<file path="src/rtl/serial_phase_acc_ctrl.sv">
// serial_phase_acc_ctrl: bit-serial phase accumulator controller.
// Adds phase_inc into a WIDTH-bit phase register one bit per clock, LSB first,
// using one external full adder. One accumulate runs per accepted sample tick.
// Optional build macro: OVERRUN_DETECT_EN adds a sticky 'overrun' output that
// flags ticks dropped because an accumulate was already in progress.
module serial_phase_acc_ctrl #(
  parameter int WIDTH = 16,
  parameter int CNT_W = 5
) (
  input  logic             clk,
  input  logic             rst_n,
  input  logic             tick,
  input  logic             sync,
  input  logic [WIDTH-1:0] phase_inc,
  input  logic             fa_sum,
  input  logic             fa_c_out,
  output logic             fa_a,
  output logic             fa_b,
  output logic             fa_c_in,
  output logic [WIDTH-1:0] phase_out,
  output logic             busy,
  output logic             done,
  output logic             wrap
`ifdef OVERRUN_DETECT_EN
  ,
  output logic             overrun
`endif
);

  localparam logic [1:0] S_IDLE = 2'd0;
  localparam logic [1:0] S_ADD  = 2'd1;
  localparam logic [1:0] S_DONE = 2'd2;

  localparam logic [CNT_W-1:0] LAST_BIT = CNT_W'(WIDTH - 1);

  logic [1:0]       state;
  logic [WIDTH-1:0] phase;
  logic [WIDTH-1:0] acc_sr;
  logic [WIDTH-1:0] inc_sr;
  logic             carry;
  logic [CNT_W-1:0] cnt;
  logic             in_add;
  logic [WIDTH-1:0] sum_word;

  assign in_add   = (state == S_ADD);
  assign busy     = (state != S_IDLE);
  // The word formed once this cycle's sum bit is shifted in; on the last bit
  // this is the complete new phase.
  assign sum_word = {fa_sum, acc_sr[WIDTH-1:1]};

  // Adder operands come straight from the shift-register LSBs while adding,
  // and are held at zero otherwise so the adder sits quiet between samples.
  always_comb begin
    fa_a    = 1'b0;
    fa_b    = 1'b0;
    fa_c_in = 1'b0;
    if (in_add) begin
      fa_a    = acc_sr[0];
      fa_b    = inc_sr[0];
      fa_c_in = carry;
    end
  end

  // Sequencer: accept tick/sync in IDLE, shift one bit per clock in ADD,
  // commit the result and pulse done, then return to IDLE.
  always_ff @(posedge clk or negedge rst_n) begin
    if (!rst_n) begin
      state     <= S_IDLE;
      phase     <= '0;
      acc_sr    <= '0;
      inc_sr    <= '0;
      carry     <= 1'b0;
      cnt       <= '0;
      phase_out <= '0;
      done      <= 1'b0;
      wrap      <= 1'b0;
    end else begin
      case (state)
        S_IDLE: begin
          done <= 1'b0;
          if (tick) begin
            acc_sr <= sync ? '0 : phase;
            inc_sr <= phase_inc;
            carry  <= 1'b0;
            cnt    <= '0;
            state  <= S_ADD;
          end else if (sync) begin
            phase     <= '0;
            phase_out <= '0;
          end
        end
        S_ADD: begin
          acc_sr <= sum_word;
          inc_sr <= inc_sr >> 1;
          carry  <= fa_c_out;
          cnt    <= cnt + CNT_W'(1);
          if (cnt == LAST_BIT) begin
            phase     <= sum_word;
            phase_out <= sum_word;
            wrap      <= fa_c_out;
            done      <= 1'b1;
            state     <= S_DONE;
          end
        end
        S_DONE: begin
          done  <= 1'b0;
          state <= S_IDLE;
        end
        default: begin
          done  <= 1'b0;
          state <= S_IDLE;
        end
      endcase
    end
  end

`ifdef OVERRUN_DETECT_EN
  // Sticky flag: any tick arriving while an accumulate is in flight is lost.
  always_ff @(posedge clk or negedge rst_n) begin
    if (!rst_n) begin
      overrun <= 1'b0;
    end else if (tick && busy) begin
      overrun <= 1'b1;
    end
  end
`endif

endmodule

</file>
<file path="config.mk">
export PLATFORM = sky130hd
export DESIGN_NAME = serial_phase_acc_ctrl
export DESIGN_NICKNAME = d
export VERILOG_FILES = /design/src/rtl/serial_phase_acc_ctrl.sv
export SDC_FILE = /design/constraint.sdc
export NUM_CORES = 1
export LEC_CHECK = 0
export CAP_MARGIN = 20
export CORE_MARGIN = 5
export CORE_UTILIZATION = 40
export DETAILED_ROUTE_END_ITERATION = 16
export SLEW_MARGIN = 5
export SYNTH_ARGS = -nofsm -noshare
export SYNTH_HDL_FRONTEND = slang
export SYNTH_SLANG_ARGS = --single-unit
</file>
<file path="constraint.sdc">
create_clock -name clk -period 1.9 [get_ports clk]
set_input_delay 0.38 -clock clk [delete_from_list [all_inputs] [get_ports clk]]
set_output_delay 0.38 -clock clk [all_outputs]
set_load 0.1 [all_outputs]
</file>
-- After elaboration in Yosys (flattened, before gate mapping)
Index checks and enable logic that the tools add are counted.
- add/subtract/negate cells: 1
- eq/ne operators: 6
- muxes and demuxes: 23
- reduce and logical (&&, ||, !) cells: 8
- operators with widths (cell ; number):
    $pmux 16 s2 ; 4
    $mux 16 ; 7
    $pmux 5 s2 ; 1
    $mux 1 ; 6
    $ne 2x2->1 const B ; 3
    $reduce_and 2->1 ; 3
    $add 5x1->5 const B ; 1
    $eq 5x4->1 const B ; 1
    $mux 5 ; 1
    $mux 2 ; 2
    $pmux 2 s2 ; 1
    $reduce_and 4->1 ; 1
    $reduce_bool 2->1 ; 2
    $reduce_and 3->1 ; 1
    $eq 2x1->1 const B ; 1
    $logic_not 2->1 ; 1
    $ne 2x1->1 const B ; 1
    $pmux 1 s2 ; 1
- flip-flop bits (word level): 74
- input port bits: 22
- output and inout port bits: 22
- logic and storage cells: 47

-- Longest topological paths before layout
- word-level depth: 3
- mapped depth: 8
- depth with buffers taken out: 6

-- Worst setup path after synthesis
OpenSTA, ideal clock, no wires.
- path type: register to output
- start: reg state[1]
- end: out fa_a
- arrival time: 1737 ps
- required time: 1520 ps
- path slack: -217 ps
- cell stages (with the launch flop): 5
- cells stage by stage: dfrtp_1 -> nor2b_4 -> buf_4 -> buf_2 -> and2_1
- word-level cells in the longest chain between the ends: 2
- RTL lines (what ; line ; text):
    start: declaration ; 36 ; logic [1:0] state;
    start signal: assignment ; 68 ; state <= S_IDLE;
    start signal: assignment ; 86 ; state <= S_ADD;
    start signal: assignment ; 102 ; state <= S_DONE;
    $eq 2x1->1 ; 45 ; assign in_add = (state == S_ADD);
    $mux 1 ; 57 ; if (in_add) begin
    end: declaration ; 17 ; output logic fa_a,
Every way passes these cells.

-- Final worst setup path
- start: reg state[0]
- end: out fa_c_in
- word-level cells in the longest chain between the ends: 2
- RTL lines (what ; line ; text):
    $eq 2x1->1 ; 45 ;
    $mux 1 ; 57 ;
    end: declaration ; 19 ; output logic fa_c_in,
Every way passes these cells.

==> results.tsv <==
metric	value	unit
ys_types	33	
grt_max_degree	75	
synth_nets	360	
antenna_found_initial	0	
numPortBuffers	43	
fillers	706	
h-tree-depth	3	
syn_area	3200	um^2
nets	404	
core_area	7770	um^2
max_slew.worst_pin.slew	644	ps
insertion_delay	340	ps
rows	32	
synth_edf_count	0	
syn_area_per_cell	9.51	um^2
clock_path_buffers	2	
ys_ff_latch	74	
layout-drive-gt1-share	15.9	%
rsz0062_at_grt	false	
hold_viol_final	0	
setup_violations	0	
post-synth-top-count-cell	dfrtp_1	
synth_top_area_share	57.9	%
synth-async-reset-ratio	100	%
cts_tree	built	
arrival	1390	ps
hp-class	input port to async pin	
drtAntennaViolNets	0	
drc_errors	0	
design.portCount	44	
synthCells	336	
vias	2364	
area_delta_synth_final	28.6	%
dieArea	9880	um^2
firstDrtPassIters	4	
place.gp.congestion	0.744	
maxCapViolCount	0	
seq_area_frac_synth	57.9	%
yosys-top-cells-area	dfrtp_1, nand2_1, a31oi_1	
crit_type	flip-flop to output pin	
slew_headroom	57.1	%
viasPerCell	4.86	
cp_max_fo	9	
crit_path_end_kind	output pin	
required	1520	ps
die_y	99.4	um
postCtsHoldBufs	0	
insertedDiodeCount	0	
totalWireLength	6330	um
clock_skew	12.5	ps
clockRootBuffer	clkbuf_8	
grt_pass1_vias	2365	
fmax	565	MHz
finalMaxSlewViolations	0	
cts_sinks	74	
fin_crit_sh	93.2	%
ys.flop_type	dfrtp_1	
status	finished, final reports clean	
cts_buffers	9	
yosys.area.top_type	dfrtp_1	
grt_usage	14.0	%
yosys-top-cells-count	dfrtp_1, nand2_1, nor2_1, inv_1, a31oi_1	
wire_per_inst	13.0	um
path_clk_slew	80	ps
grt_pass1_wl	11200	um
finalCriticalPeriod	1770	ps
first_iter_violations	89	
start_kind	flip-flop	
tns	0	ps
die_w	99.4	um
grt-ovfl-total	0	
synth-warning-count	0	
start_util	41.1	%
dp_hpwl	4060	um
layout make-up:
type,count,area [um^2],share of cell area [%]
multi-input combinational,207,1070,26.0
tap,102,128,3.11
clock buffer,10,138,3.35
inverter,34,128,3.11
timing repair buffer,54,691,16.8
sequential,74,1850,45.1
clock inverter,5,103,2.50
layout by cell type (no fill, tap or decap), types with 2 or more instances in the layout:
cell type        count
o21ai_2              2
dfrtp_1             72
a31oi_1             31
buf_4               14
inv_1               34
nor2_1              35
bufinv_16            3
and2_2               3
ha_1                 2
or3_1               16
buf_12              19
o21ai_0             25
dfrtp_2              2
nand2_1             66
clkdlybuf4s50_1     20
o21ai_1              8
a22o_1               2
clkbuf_8            10
stage by stage:
stage	cell area, um^2	setup WS, ps	utilization [%]	hold WS, ps	instances
after floorplan	3200	68.8	-	84.4	336
after global placement	3870	40.2	49.8	443	471
after detailed placement	3870	13.7	49.8	447	471
after CTS	4110	35.0	52.9	74.7	486
after global routing	4110	5.97	52.9	87.7	486
final	4110	129	52.9	57.8	486
cell families after synthesis:
| kind of cell | count (synthesis) | synth area share [%] |
|---|---|---|
| xor+xnor | 1 | 0.274 |
| mux | 2 | 0.666 |
| fa+ha+maj | 2 | 0.783 |
| compound gates | 74 | 14.0 |
| simple gates | 128 | 17.7 |
| flops | 74 | 57.9 |
| buf+inv | 55 | 8.69 |
sequential cells by signal (all words and copies together) (netlist names):
name	flops
done	1
inc_sr	16
carry	1
cnt	5
wrap	1
acc_sr	16
state	2
phase	16
phase_out	16
routing by layer:
metal,global-route usage [%],part of all wire [%],up-vias
met4,6.20,2.0,0
met3,3.30,3.9,13
met2,20.8,43,43
met5,0,0,-
li1,-,-,1191
met1,19.6,51,1117
worst max-delay path, stage by stage (launching register included):
cell and delay (ps):
dfrtp_2 440, nor2b_4 250, and2_2 200, buf_12 170
worst paths after layout:
path / from / to / slack, ps / cells past startpoint
max: state[0] / fa_c_in / 130 / 3
min: rst_n / inc_sr[6] / 60 / 2
max reg2reg: cnt[0] / phase_out[13] / 140 / 7
min reg2reg: carry / carry / 500 / 1
max in group asynchronous: rst_n / state[0] / 1510 / 2
min in group clk: carry / carry / 500 / 1
timing repair:
| item | CTS | global route |
|---|---|---|
| endpoints found under the setup margin | 0 | 3 |
| buffers inserted | 0 | 0 |
| gates resized for setup | 0 | 2 |
Power is not shown: default switching activity piles up to over one toggle a cycle in this logic, so the estimate is an artifact.
==> RTL change (same flow settings) <==
Change the parameter `WIDTH` from 16 to 12.
--- a/src/rtl/serial_phase_acc_ctrl.sv
+++ b/src/rtl/serial_phase_acc_ctrl.sv
@@ -4,7 +4,7 @@
 // Optional build macro: OVERRUN_DETECT_EN adds a sticky 'overrun' output that
 // flags ticks dropped because an accumulate was already in progress.
 module serial_phase_acc_ctrl #(
-  parameter int WIDTH = 16,
+  parameter int WIDTH = 12,
   parameter int CNT_W = 5
 ) (
   input  logic             clk,
Ports: changed (resized phase_inc and phase_out); port bits go from 44 to 36. The function was not compared with the original's and may differ.
==> RTL change against the unedited design <==
  * Design area decreased by 18%
  * Routed wire length fell by 18%
  * Setup slack worse by 0.039 ns
  * First-iteration DRC count grew 30%
  * Critical path type unchanged
  * Sequential cell count shrank 16
  * Count of clock-buffer cells in the layout increased by 2
  * Die area shrank 19%
  * Area after synthesis fell by 21%
==> RTL change: results (changes against the unedited design) <==
status: finished clean
first-pass GRT wire length: 8.81 mm (-21%)
leakage: 1.62 nW
syn nets: 233 (-35%)
switching share of power: 0.428
CP max stage cell: dfrtp_1
r2r endpoint: phase_out[4]$_DFFE_PN0P_
DP HPWL: 3.34 mm (-18%)
CP delay by family, top: flip-flops
placed inst area: 3170 sq um (-18%)
top cells by count, synth: dfrtp_1, o21ai_0, a22o_1, nand2_1, mux2i_1
syn_area_per_cell: 11.8 sq um (+24%)
Seq/Total Area, Yosys: 0.576 (-0.00380)
DR pass1 iterations: 4 (unchanged)
post-route setup slack: 0.0898 ns (-0.0388 ns)
placed insts: 322 (-32%)
GP Congestion: 0.751 (+0.95%)
Via density: 5.10 (+4.8%)
Clock Skews: 0.0153 ns (+0.00285 ns)
# port buffers: 35 (-19%)
Layout Cells excl Fill: 338 (-30%)
vias in the first global route: 1,747 (-26%)
Worst EP arrival: 1.43 ns (+0.04 ns)
Total Power: 6.91 mW
Setup crit end: fa_b
clock-pin slew on the worst setup and hold paths: 0.06 ns (-0.02 ns)
Reg2Reg Depth: 5 (-2)
Least-Margin Pin Slew: 0.425 ns (-0.220 ns)
gr usage total: 0.148 (+0.00794)
final core utilization: 0.543 (+0.0135)
largest fanout on the critical path: 6 (-3)
layout cells sized above 1: 0.207 (+0.0480)
# fillers: 537 (-24%)
largest net degree at the start of global routing: 59 (-21%)
root buffer cell: clkbuf_8
1st-iter DRT viols: 116 (+30%)
hold_ws: 0.0208 ns (-0.0370 ns)
cts repair resizes: 0 (unchanged)
largest cells by area after synthesis: dfrtp_1, mux2i_1, a22o_1, o21ai_0, nand2_1
# H-tree levels: 3 (unchanged)
Most used DFF post-synth: dfrtp_1
WL/cell: 15.4 um (+18%)
dpl ws: -0.0178 ns (-0.0315 ns)
R2R setup slack: 0.25 ns (+0.11 ns)
CP peak stage delay: 0.49 ns (+0.05 ns)
Clk pwr share: 0.184
Final nets: 275 (-32%)
count of different cell masters after synthesis: 26 (-21%)
CP Launch Point: state[1]$_DFFE_PN0P_
HP Class: in2async
==> RTL change: logic make-up after synthesis <==
kind of cell / Yosys count / share of synthesized area
flip-flops: 58 / 0.576
AO/OA/AOI/OAI: 57 / 0.154
AND/OR/NAND/NOR: 56 / 0.121
multiplexers: 25 / 0.100
buffers and inverters: 15 / 0.0377
XOR/XNOR: 2 / 0.00695
adder cells (fa/ha/maj): 1 / 0.00496
==> RTL change: per-layer routing <==
layer  global-route usage  up-vias  wire [um]
li1                     -      845          -
met1                0.204      833       2550
met2                0.211       37       2230
met3               0.0618        8        320
met4               0.0487        0         84
met5                    0        -          0
==> RTL change: cell type report <==
| class | instances | area share |
|---|---|---|
| Clock buffer | 12 | 0.0429 |
| Clock inverter | 4 | 0.0222 |
| Multi-Input combinational cell | 141 | 0.294 |
| Sequential cell | 58 | 0.429 |
| Tap cell | 77 | 0.0284 |
| Timing Repair Buffer | 46 | 0.183 |
